File: src/rtl/upg_word_loader.sv
// upg_word_loader
//   UART-programmer initiator: receives a framed program image byte by byte,
//   packs each group of 4 bytes little-endian into a 32-bit word and writes it
//   to the data memory through the UPG write port. The frame is
//   count_lo, count_hi, 4*N data bytes, then one XOR checksum byte.
//   done is raised once the load ends (ok or failed) and hands the memory to the CPU.
// Ports
//   upg_clk_i   UPG clock
//   upg_rst_i   asynchronous active-high reset
//   rx_data_i   received byte, valid while rx_valid_i is high (one-cycle pulse)
//   upg_wen_o   one-cycle word write strobe
//   upg_adr_o   word address of the write (holds between strobes)
//   upg_dat_o   write data {b3,b2,b1,b0} (holds between strobes)
//   upg_done_o  load finished, sticky until reset
//   upg_err_o   load failed (bad count, checksum, timeout), sticky
//   busy_o      load in progress (HDR_HI, DATA or CSUM)
module upg_word_loader #(
  parameter int ADDR_W         = 14,
  parameter int TIMEOUT_CYCLES = 1000000
) (
  input  logic              upg_clk_i,
  input  logic              upg_rst_i,
  input  logic [7:0]        rx_data_i,
  input  logic              rx_valid_i,
  output logic              upg_wen_o,
  output logic [ADDR_W-1:0] upg_adr_o,
  output logic [31:0]       upg_dat_o,
  output logic              upg_done_o,
  output logic              upg_err_o,
  output logic              busy_o
);

  localparam int              TW        = (TIMEOUT_CYCLES > 1) ? $clog2(TIMEOUT_CYCLES) : 1;
  localparam logic [TW-1:0]   TO_LAST   = TW'(TIMEOUT_CYCLES - 1);
  localparam logic [31:0]     MAX_WORDS = 32'd1 << ADDR_W;

  typedef enum logic [2:0] {IDLE, HDR_HI, DATA, CSUM, DONE} state_t;

  state_t            state, state_nxt;
  logic [7:0]        count_lo;
  logic [15:0]       last_idx;     // N-1, index of the final word
  logic [ADDR_W-1:0] word_idx;
  logic [1:0]        byte_idx;
  logic [23:0]       lane;         // bytes 0..2 of the word being assembled
  logic [7:0]        csum;
  logic [TW-1:0]     to_cnt;
  logic              err;
  logic              err_set;

  logic [15:0] hdr_n;
  logic        hdr_bad;
  logic        word_done;
  logic        last_word;
  logic        timeout;

  assign hdr_n     = {rx_data_i, count_lo};
  assign hdr_bad   = (hdr_n == 16'd0) || (32'(hdr_n) > MAX_WORDS);
  assign word_done = (state == DATA) && rx_valid_i && (byte_idx == 2'd3);
  assign last_word = (32'(word_idx) == 32'(last_idx));
  assign busy_o    = (state == HDR_HI) || (state == DATA) || (state == CSUM);
  // Counter saturates at TO_LAST; an idle cycle spent there ends the load.
  assign timeout   = busy_o && !rx_valid_i && (to_cnt == TO_LAST);

  assign upg_done_o = (state == DONE);
  assign upg_err_o  = err;

  always_ff @(posedge upg_clk_i or posedge upg_rst_i) begin
    if (upg_rst_i) state <= IDLE;
    else           state <= state_nxt;
  end

  always_comb begin
    state_nxt = state;
    err_set   = 1'b0;
    case (state)
      IDLE:   if (rx_valid_i) state_nxt = HDR_HI;
      HDR_HI: if (rx_valid_i) begin
                if (hdr_bad) begin
                  state_nxt = DONE;
                  err_set   = 1'b1;
                end else begin
                  state_nxt = DATA;
                end
              end
      // Leave on the last byte; its strobe fires in the first CSUM cycle.
      DATA:   if (word_done && last_word) state_nxt = CSUM;
      CSUM:   if (rx_valid_i) begin
                state_nxt = DONE;
                err_set   = (rx_data_i != csum);
              end
      DONE:   state_nxt = DONE;
      default: state_nxt = IDLE;
    endcase
    if (timeout) begin
      state_nxt = DONE;
      err_set   = 1'b1;
    end
  end

  always_ff @(posedge upg_clk_i or posedge upg_rst_i) begin
    if (upg_rst_i) begin
      upg_wen_o <= 1'b0;
      upg_adr_o <= '0;
      upg_dat_o <= '0;
      count_lo  <= '0;
      last_idx  <= '0;
      word_idx  <= '0;
      byte_idx  <= '0;
      lane      <= '0;
      csum      <= '0;
      to_cnt    <= '0;
      err       <= 1'b0;
    end else begin
      upg_wen_o <= word_done;
      if (err_set) err <= 1'b1;

      if (rx_valid_i || !busy_o)  to_cnt <= '0;
      else if (to_cnt != TO_LAST) to_cnt <= to_cnt + 1'b1;

      if (state == IDLE && rx_valid_i) count_lo <= rx_data_i;

      if (state == HDR_HI && rx_valid_i) begin
        last_idx <= hdr_n - 16'd1;
        word_idx <= '0;
        byte_idx <= '0;
        csum     <= '0;
      end

      if (state == DATA && rx_valid_i) begin
        byte_idx <= byte_idx + 2'd1;
        csum     <= csum ^ rx_data_i;
        case (byte_idx)
          2'd0:    lane[7:0]   <= rx_data_i;
          2'd1:    lane[15:8]  <= rx_data_i;
          2'd2:    lane[23:16] <= rx_data_i;
          default: begin
            upg_adr_o <= word_idx;
            upg_dat_o <= {rx_data_i, lane};
            if (!last_word) word_idx <= word_idx + 1'b1;
          end
        endcase
      end
    end
  end

endmodule

File: config.mk
export PLATFORM = sky130hd
export DESIGN_NAME = upg_word_loader
export DESIGN_NICKNAME = d
export VERILOG_FILES = /design/src/rtl/upg_word_loader.sv
export SDC_FILE = /design/constraint.sdc
export NUM_CORES = 1
export LEC_CHECK = 0
export ABC_AREA = 1
export CAP_MARGIN = 20
export CORE_ASPECT_RATIO = 1.5
export CORE_UTILIZATION = 35
export DETAILED_ROUTE_END_ITERATION = 16
export GPL_ROUTABILITY_DRIVEN = 0
export GPL_TIMING_DRIVEN = 0
export SLEW_MARGIN = 0
export SYNTH_ARGS = -nofsm -noshare
export SYNTH_HDL_FRONTEND = slang
export SYNTH_SLANG_ARGS = --single-unit
File: constraint.sdc
create_clock -name upg_clk_i -period 11.8 [get_ports upg_clk_i]
set_clock_uncertainty 0.1 [all_clocks]
set_input_delay 2.36 -clock upg_clk_i [delete_from_list [all_inputs] [get_ports upg_clk_i]]
set_output_delay 2.36 -clock upg_clk_i [all_outputs]
set_load 0.05 [all_outputs]
# Word-level counts from Yosys, hierarchy flattened
# Index checks and enable logic that the tools add are counted.
[word_totals]
register_bits = 143
input_bits = 11
output_inout_bits = 50
elab_cells = 82
[classes]
n_addsub = 4
magnitude_cmp = 1
eq_ne = 15
n_mux = 22
n_bitwise = 2
reduce_logical = 24
[ops]
columns = ["op", "count"]
rows = [
  ["14-bit 2-to-1 mux", 4],
  ["20-bit 2-to-1 mux", 2],
  ["20-bit by 1-bit adder with 20-bit output (second input constant)", 1],
  ["20-bit == test (second input constant)", 1],
  ["20-bit != test (second input constant)", 1],
  ["3-bit 2-to-1 mux", 6],
  ["14-bit by 16-bit == test with 1-bit output", 1],
  ["16-bit by 15-bit greater-than comparator with 1-bit output (second input constant)", 1],
  ["16-bit zero test", 1],
  ["8-bit 2-to-1 mux", 2],
  ["16-bit by 1-bit subtractor with 16-bit output (second input constant)", 1],
  ["3-bit case mux with 5 select lines", 1],
  ["14-bit by 1-bit adder with 14-bit output (second input constant)", 1],
  ["3-bit != test (second input constant)", 3],
  ["8-bit != test", 1],
  ["2-bit AND reduction", 4],
  ["8-bit XOR", 1],
  ["1-bit logical AND", 7],
  ["3-bit by 2-bit == test with 1-bit output (second input constant)", 2],
  ["2-bit == test (second input constant)", 2],
  ["1-bit logical OR", 4],
  ["1-bit 2-to-1 mux", 4],
  ["2-bit 2-to-1 mux", 2],
  ["4-bit AND reduction", 1],
  ["other kinds (12)", 14],
]

# Longest topological paths before layout
[depth]
word_depth = 7
depth_mapped = 13
mapped_depth_nobuf = 13

# Worst setup path after synthesis
# Ideal clock, no wire load.
[synth_path]
path_kind = "reg2out"
from = "register state[1]"
to = "output port upg_done_o"
arrival_ns = 1.511
t_required_ns = 9.340
setup_slack_ns = 7.829
path_stages_with_launch = 2
path_buffers = 0
cell_sequence = "dfrtp_1 > nor3_1"
[synth_between]
elab_chain_len = 1
[synth_rtl]
columns = ["item", "line", "rtl"]
rows = [
  ["from (decl)", "39", "state_t state, state_nxt;"],
  ["from (signal assigned)", "69", "else state <= state_nxt;"],
  ["3-bit == test", "64", "assign upg_done_o = (state == DONE);"],
  ["to (decl)", "28", "output logic upg_done_o,"],
]
# No other way between the ends.

# Worst setup path in the final report
# Ends and elaborated chain as after synthesis.

==> summary.txt <==
Status -> finished clean
Top Usage Layer GRT -> met2
1st-iter DRT viols -> 313
Synth Area in Adders -> 1.281%
Internal power -> 1.213 mW
Synthesized instance count -> 849
I/O pin count -> 61
Clock root buffer -> clkbuf_16
Final worst-path cycle share -> 37.79%
Mapped Area -> 6835 um2
Routed vias -> 5718
Post-cts resize count -> 0
Async S/R FF share, synth -> 100.0%
Wire per inst -> 14.38 um
Total setup buffers inserted after CTS -> 0
Combinational power share -> 37.1%
# setup viols final -> 0
Crit path launch -> state[1]
# rows -> 62
Worst Hold Class -> reg -> reg
EDFF count, synth -> 0
# hold bufs at CTS -> 0
Synth warn -> 0
Startpoint types -> register
Sw power -> 823.2 uW
Seq pwr share -> 37.2%
Final setup TNS -> 0 ns
Vias in the first global route -> 5545
Reg2reg start -> state[2]
# H-tree levels -> 4
Crit path capture type -> output pin
VDD IR max -> 119.8 uV
CTS Sinks -> 143
Die Height -> 173.2 um
Die ar. -> 20100 um2
Final Hold Viols -> 0
Chip width -> 116.1 um
Fin. max-slew vios -> 0
Pleak -> 4.087 nW
Max Cap Viol -> 0
CTS tree -> built
Area share of the largest cell type after synthesis -> 52.35%
Peak Freq -> 224.2 MHz
Net Sw Frac -> 40.44%
Post-layout nets -> 947
Fin util -> 43.64%
Grt met1 use -> 23.57%
Layout Cells excl Fill -> 1198
Area added between synthesis and finish -> 22.33%
Largest net degree at the start of global routing -> 97
Top post-synthesis cells by area -> dfrtp_1 (52%), nand2_1 (15%), o21ai_0 (6.5%)
Worst setup path category -> reg -> out
Critical path fanouts, max -> 6
CTS buffer count -> 17
Global route overflow -> 0
RSZ-0062 raised after global routing -> false
DPL Wire Length -> 12.47 mm
PortBufs -> 60
Post-DRT Antenna Nets -> 0
GR Util met2 -> 30.36%
DR DRC count -> 0
FF+latch count, synth -> 143
CP arrival -> 2.00 ns
Post-synthesis mux area share -> 0%
Synth Area in Compound Gates -> 10.23%
Unique masters post-synth -> 36
Largest family of logic cells by synthesized area -> simple AND/OR/NAND/NOR gates
Drt pass-1 iters -> 4
Syn nets -> 867
Mean Syn Cell Area -> 8.051 um2
WL final -> 17.23 mm
Post-route minimum period -> 4.460 ns
Hold wc startpoint -> upg_dat_o[1]
Post-synth top flop -> dfrtp_1
Diode count -> 0
Area leader, netlist -> dfrtp_1
Global-route usage over all layers -> 18.50%
Latest clock arrival within the worst-skew pair -> 0.43 ns
Clock transition at path regs -> 0.06 ns
Least-Margin Pin Slew -> 0.5987 ns
Post-synthesis simple-gate area fraction -> 26.41%
Max_slew headroom -> 60.09%
Sequential element share of the synthesized area -> 52.35%
Xor and xnor area share after synthesis -> 2.563%
Met3 GRT Util -> 3.540%
Core ar. -> 19160 um2
Initial Util -> 35.67%
Initial antenna violation count -> 0
Total power divided by cell area -> 243.5 nW/um2
Drt via density -> 4.773
Dpl cells -> 1166
Req. time, crit path -> 9.34 ns
CTS max path bufs -> 2
Share of cells above drive strength 1 -> 7.537%
First-pass GRT wire length -> 28.11 mm
Clk pwr share -> 25.8%
## synth_stat cells, types with 6 or more instances
| library cell | number |
|---|---|
| a21oi_1 | 11 |
| a22o_1 | 6 |
| buf_2 | 6 |
| clkbuf_1 | 7 |
| dfrtp_1 | 143 |
| ha_1 | 7 |
| inv_1 | 87 |
| inv_2 | 8 |
| nand2_1 | 279 |
| nand3_1 | 46 |
| nand4_1 | 7 |
| nor2_1 | 75 |
| nor3_1 | 14 |
| o21ai_0 | 89 |
| o21ai_1 | 6 |
| xor2_1 | 15 |
## final cells by class
cell class              instances  area (um2)
inverters                      96       365.4
repair buffers                 61       628.1
plain buffers                  21       128.9
multi-input cells             589        2768
clock buffers                  19       432.9
flip-flops and latches        143        3578
well taps                     256       320.3
clock inverters                13       140.1
fillers                      1975       10800
## cell usage in the layout (no fill, tap or decap), types with 3 or more instances in the layout
cell,instances
a22o_1,6
o21ai_2,5
nand3_1,46
clkdlybuf4s50_1,60
nand4_1,7
nor2_1,75
clkbuf_16,17
a31oi_1,5
o21ai_1,6
inv_1,86
nand2_1,279
inv_6,3
buf_2,6
nor3_1,14
clkinv_2,3
o21ai_0,89
clkbuf_1,9
dfrtp_1,143
xnor2_1,5
xor2_1,15
nand2_2,3
buf_4,3
clkinvlp_4,4
inv_2,8
ha_1,7
a21oi_1,11
## per-layer routing
| layer | wire, um | share of wire, % |
|---|---|---|
| met1 | 7687 | 45 |
| met2 | 8718 | 51 |
| met3 | 505 | 2.9 |
| met4 | 317 | 1.8 |
| met5 | 0 | 0 |
## per-stage QoR
| stage | total power [mW] | setup slack [ns] | cell area [um2] | hold slack, ns |
|---|---|---|---|---|
| 2_1_floorplan | 1.281 | 5.502 | 6835 | 0.3492 |
| 3_3_place_gp | 1.512 | 3.344 | 7756 | 0.3556 |
| 3_5_place_dp | 1.526 | 7.244 | 7789 | 0.3615 |
| 4_1_cts | 2.057 | 7.340 | 8362 | 0.3767 |
| 5_1_grt | 2.161 | 7.266 | 8362 | 0.3946 |
| 6_report | 2.036 | 7.340 | 8362 | 0.3715 |
## power by group through the flow
| stage | sequential [mW] | combinational [mW] | clock [mW] |
|---|---|---|---|
| 2_1_floorplan | 0.939 | 0.342 | 0 |
| 3_3_place_gp | 0.764 | 0.748 | 0 |
| 3_5_place_dp | 0.766 | 0.759 | 0 |
| 4_1_cts | 0.759 | 0.763 | 0.536 |
| 5_1_grt | 0.778 | 0.830 | 0.554 |
| 6_report | 0.757 | 0.754 | 0.524 |
## state kept, by name (all words and copies together), names as in the netlist
signal     flops
upg_wen_o      1
word_idx      14
count_lo       8
last_idx      16
byte_idx       2
state          3
lane          24
csum           8
upg_err_o      1
to_cnt        20
upg_adr_o     14
upg_dat_o     32
## worst max-delay path, stage by stage (launching register included)
cell and delay (ns):
dfrtp_1 0.45, nor3_1 0.27, clkdlybuf4s50_1 0.85
## logic make-up (layout without fill, tap and decap cells)
family | Yosys count | in the layout
adders and majority gates | 7 | 7
and+or+nand+nor | 436 | 436
xor gates and xnor gates | 20 | 20
DFF | 143 | 143
buffers and inverters | 117 | 210
AOI/OAI and AO/OA | 126 | 126
## final timing paths
path	end	slack (ns)	depth (start not counted)
worst max-delay path	upg_done_o	7.34	2
worst min-delay path	upg_dat_o[1]	0.37	2
worst max register to register	last_idx[4]	9.79	8
worst min register to register	upg_dat_o[1]	0.37	2
max in group asynchronous	last_idx[4]	8.54	3
min in group asynchronous	to_cnt[7]	2.24	2
Power figures use the tool's default switching activity.
